`config.mk`:
```
export PLATFORM = sky130hd
export DESIGN_NAME = instr_fetch
export DESIGN_NICKNAME = d
export VERILOG_FILES = /design/src/rtl/instr_fetch.sv
export SDC_FILE = /design/constraint.sdc
export NUM_CORES = 1
export LEC_CHECK = 0
export BUFFER_PORTS_ARGS = -buffer_cell sky130_fd_sc_hd__buf_2
export CORE_MARGIN = 2
export CORE_UTILIZATION = 45
export DETAILED_ROUTE_END_ITERATION = 16
export GPL_TIMING_DRIVEN = 0
export PLACE_DENSITY = 0.76
export SYNTH_ARGS = -nofsm -noshare
export SYNTH_HDL_FRONTEND = slang
export SYNTH_SLANG_ARGS = --single-unit
```
`constraint.sdc`:
```
create_clock -name i_clk -period 3.26 [get_ports i_clk]
set_input_delay 0 -clock i_clk [delete_from_list [all_inputs] [get_ports i_clk]]
set_output_delay 0 -clock i_clk [all_outputs]
set_load 0.1 [all_outputs]
```
`src/rtl/instr_fetch.sv`:
```
// Instruction fetch stage: IDLE/FETCH/HOLD sequencer with an instruction
// register, field slicing and a supported-opcode check.
module instr_fetch #(
  parameter logic [31:0] RESET_PC = 32'h0000_0000
) (
  input  logic        i_clk,
  input  logic        i_reset,
  input  logic        i_enable,
  output logic        o_mem_req,
  output logic [31:0] o_mem_addr,
  input  logic        i_mem_ack,
  input  logic [31:0] i_mem_rdata,
  input  logic        i_ready,
  output logic        o_instr_valid,
  output logic [31:0] o_instr,
  output logic [31:0] o_pc,
  output logic [6:0]  o_opcode,
  output logic [4:0]  o_rd,
  output logic [2:0]  o_funct3,
  output logic [4:0]  o_rs1,
  output logic [4:0]  o_rs2,
  output logic [6:0]  o_funct7,
  output logic        o_illegal
);

  localparam logic [1:0] S_IDLE  = 2'd0;
  localparam logic [1:0] S_FETCH = 2'd1;
  localparam logic [1:0] S_HOLD  = 2'd2;

  logic [1:0]  r_state;
  logic [31:0] r_ir;
  logic [31:0] r_pc;
  logic [31:0] r_fetch_pc;
  logic        w_legal;

  always_ff @(posedge i_clk or posedge i_reset) begin
    if (i_reset) begin
      r_state    <= S_IDLE;
      r_ir       <= 32'h0;
      r_pc       <= 32'h0;
      r_fetch_pc <= RESET_PC;
    end else begin
      case (r_state)
        S_IDLE: begin
          if (i_enable)
            r_state <= S_FETCH;
        end
        S_FETCH: begin
          // Enable is not consulted here: an issued request always completes.
          if (i_mem_ack) begin
            r_ir       <= i_mem_rdata;
            r_pc       <= r_fetch_pc;
            r_fetch_pc <= r_fetch_pc + 32'd4;
            r_state    <= S_HOLD;
          end
        end
        S_HOLD: begin
          if (i_ready)
            r_state <= i_enable ? S_FETCH : S_IDLE;
        end
        default: r_state <= S_IDLE;
      endcase
    end
  end

  always_comb begin
    w_legal = 1'b0;
    case (r_ir[6:0])
      7'b0110011: w_legal = 1'b1;
      7'b0100011: w_legal = 1'b1;
      7'b0110111: w_legal = 1'b1;
      7'b0010011: w_legal = 1'b1;
      7'b0000011: w_legal = 1'b1;
      default:    w_legal = 1'b0;
    endcase
  end

  assign o_mem_req     = (r_state == S_FETCH);
  assign o_mem_addr    = {r_fetch_pc[31:2], 2'b00};
  assign o_instr_valid = (r_state == S_HOLD);
  assign o_instr       = r_ir;
  assign o_pc          = r_pc;
  assign o_opcode      = r_ir[6:0];
  assign o_rd          = r_ir[11:7];
  assign o_funct3      = r_ir[14:12];
  assign o_rs1         = r_ir[19:15];
  assign o_rs2         = r_ir[24:20];
  assign o_funct7      = r_ir[31:25];
  assign o_illegal     = o_instr_valid & ~w_legal;

endmodule

```
==> summary.md <==
| Metric | Value |
|---|---|
| Mean Syn Cell Area | `9.44 sq um` |
| CP Data Arrival Time | `2.20 ns` |
| Crit path launch type | `register` |
| Cts bufs inserted | `9` |
| Pre-CTS WS | `approximately 1.3 ns` |
| CP Launch Point | `r_state[1]` |
| Area leader, netlist | `dfrtp_1` |
| Synth cell types | `28` |
| Top FF cell, synth | `dfrtp_1` |
| Die width | `99.2 microns` |
| Ys Warns | `0` |
| Crit Path Max Fanout | `10` |
| GRT overflow | `0` |
| RSZ-0062 raised after global routing | `false` |
| DR DRC count | `0` |
| Vias | `3638` |
| Final antenna-violating net count | `0` |
| Reg-to-reg slack, setup | `1.29 ns` |
| Final hold viol count | `0` |
| Clock sinks | `94` |
| Synth async-reset ratio | `100%` |
| I/O pin cnt | `168` |
| Number of max-slew violations in the final report | `0` |
| Starting Density | `between 40% and 50%` |
| Worst slew pin tran | `0.620 ns` |
| Commonest non-fill, non-tap cells in the layout | `199 x nand2_1, 173 x buf_2, 94 x dfrtp_1` |
| Nature of the critical path endpoint | `register` |
| Fin area | `0.00560 sq mm` |
| Clk buf depth | `2` |
| Initial DRT Pass Iterations | `4` |
| Status | `completed` |
| Gates resized, CTS repair | `0` |
| Hold_buf cts | `36` |
| Chip Height | `99.2 microns` |
| PortBufs | `between 150 and 200` |
| Worst path required time | `3.49 ns` |
| Post-Syn Instances | `432` |
| CTS tree | `built` |
| Sequential fraction of the synthesis area | `57.7%` |
| Clk_skew | `0.0133 ns` |
| Dpl cell area | `~0.005 sq mm` |
| Total core area | `0.00876 sq mm` |
| FP Rows | `34` |
| Filler cells | `711` |
| Synth top area share | `between 50% and 60%` |
| Reg2reg path depth | `5` |
| CTS Root Buffer Type | `clkbuf_8` |
| Layout area overhead | `37.2%` |
| Commonest non-fill, non-tap cell in the layout | `nand2_1` |
| Post-DR vias/cell | `roughly 4.8` |
| Hold crit path type | `primary input to asynchronous set/reset pin` |
| Worst-path clk slew | `roughly 0.090 ns` |
| Final Cycle Share | `just over 60%` |
| Clk_lat worst skew | `0.35 ns` |
| NumNets Final | `684` |
| Vias in the first global route | `around 3600` |
| DIE AREA | `~0.0098 sq mm` |
| Post-CTS Setup Bufs | `0` |
| Pin count of the biggest net entering global routing | `61` |
| GRT Util Overall | `22.9%` |
| ANT cells | `0` |
| Synth area leaders | `dfrtp_1 58%, nand2_1 18%, buf_4 6.6%, xnor2_1 5.6%, nand4_1 1.8%` |
| Routed wire length per instance | `14.7 microns` |
| Worst setup margin | `~1.3 ns` |
| Fin crit period | `~2.0 ns` |
| #FFs+latches synth | `94` |
| Max Cap Violations | `0` |
| H-tree Lvls | `3` |
| Initial antenna violation count | `0` |
| Relative slew slack | `58.3%` |
| Post-synth EDFFs | `0` |
| Cell area after synthesis | `0.00408 sq mm` |
| Highest Clock Rate | `0.507 GHz` |
| Final WL | `approximately 11 mm` |
| RR Startpoint | `r_state[1]` |
| Placer Congestion | `0.868` |
| DR iter-0 viols | `65` |
| RR Endpoint | `r_fetch_pc[27]` |
| Layout cells sized above 1 | `35.4%` |
| Crit Path Class | `register to register` |
| First-pass GRT wire length | `18.0 mm` |
| Setup violators final | `0` |
| Detail Placement HPWL | `7.60 mm` |
[sequential cells by signal, summed over array words and instances, names as in the netlist]
signal / cells
o_pc: 30
o_instr: 32
r_state: 2
r_fetch_pc: 30
[cell usage after synthesis, types with 2 or more instances]
cell and number:
buf_4 36, xnor2_1 26, dfrtp_1 94, xor2_1 3
nand4_1 12, nor2_1 4, buf_2 10, and4_1 3
and2_1 3, nand3_1 8, inv_1 5, clkbuf_1 7
nand2_1 199, o21ai_0 3, and3_1 5, nor3_1 2
[area by class of cell]
cell class / count / area, sq um / area share [%]
sequential: 94 / 2350 / 42.0
multi-input combinational: 282 / 1360 / 24.3
timing repair buffer: 200 / 1200 / 21.5
buffer: 54 / 358 / 6.39
clock buffer: 12 / 145 / 2.59
tap: 108 / 135 / 2.41
clock inverter: 3 / 21.3 / 0.380
inverter: 5 / 21.3 / 0.380
[worst max path at each step]
stage / slack, ns / cells after the start / end
2_1_floorplan: 0.51 / 6 / o_pc[31]
3_3_place_gp: -0.17 / 2 / o_pc[19]
3_5_place_dp: 1.32 / 5 / r_fetch_pc[31]
4_1_cts: 1.23 / 5 / r_fetch_pc[31]
5_1_grt: 1.11 / 5 / r_fetch_pc[27]
6_report: 1.29 / 5 / r_fetch_pc[27]
[cell families (layout without fill, tap and decap cells)]
kind of cell | after synthesis | in the layout | synth area share (%)
AOI/OAI and AO/OA | 5 | 5 | 0.736
xor gates and xnor gates | 29 | 29 | 6.23
adders and majority gates | 1 | 1 | 0.307
buffers and inverters | 59 | 274 | 9.23
DFF | 94 | 94 | 57.7
other | 1 | 4 | 0.0919
and+or+nand+nor | 243 | 243 | 25.8
[through the flow]
stage / instances / util (%) / setup TNS, ns / hold WS (ns)
5_1_grt: 758 / 63.9 / 0 / 0.238
3_5_place_dp: 707 / 57.9 / 0 / 0.0554
6_report: 758 / 63.9 / 0 / 0.218
4_1_cts: 758 / 63.9 / 0 / 0.218
3_3_place_gp: 706 / 57.5 / -15.13 / 0.190
2_1_floorplan: 435 / - / 0 / 0.105
[worst max-delay path: stages, from the launching register on]
cell and delay [ns]:
dfrtp_1 0.43, nand4b_4 0.22, nor3_1 0.55, buf_2 0.35, nand4_1 0.15, xnor2_1 0.15
[layer usage]
layer | track usage, % | share of wire (%) | vias up
met5 | 0 | 0 | -
met4 | 8.01 | 1.9 | 0
met3 | 4.08 | 5.6 | 20
met2 | 39.1 | 50 | 138
met1 | 29.5 | 43 | 1737
li1 | - | - | 1743
Power is left out: the tool's default activity adds up to more than one toggle a clock period on the data nets, which glitch-free logic cannot reach.
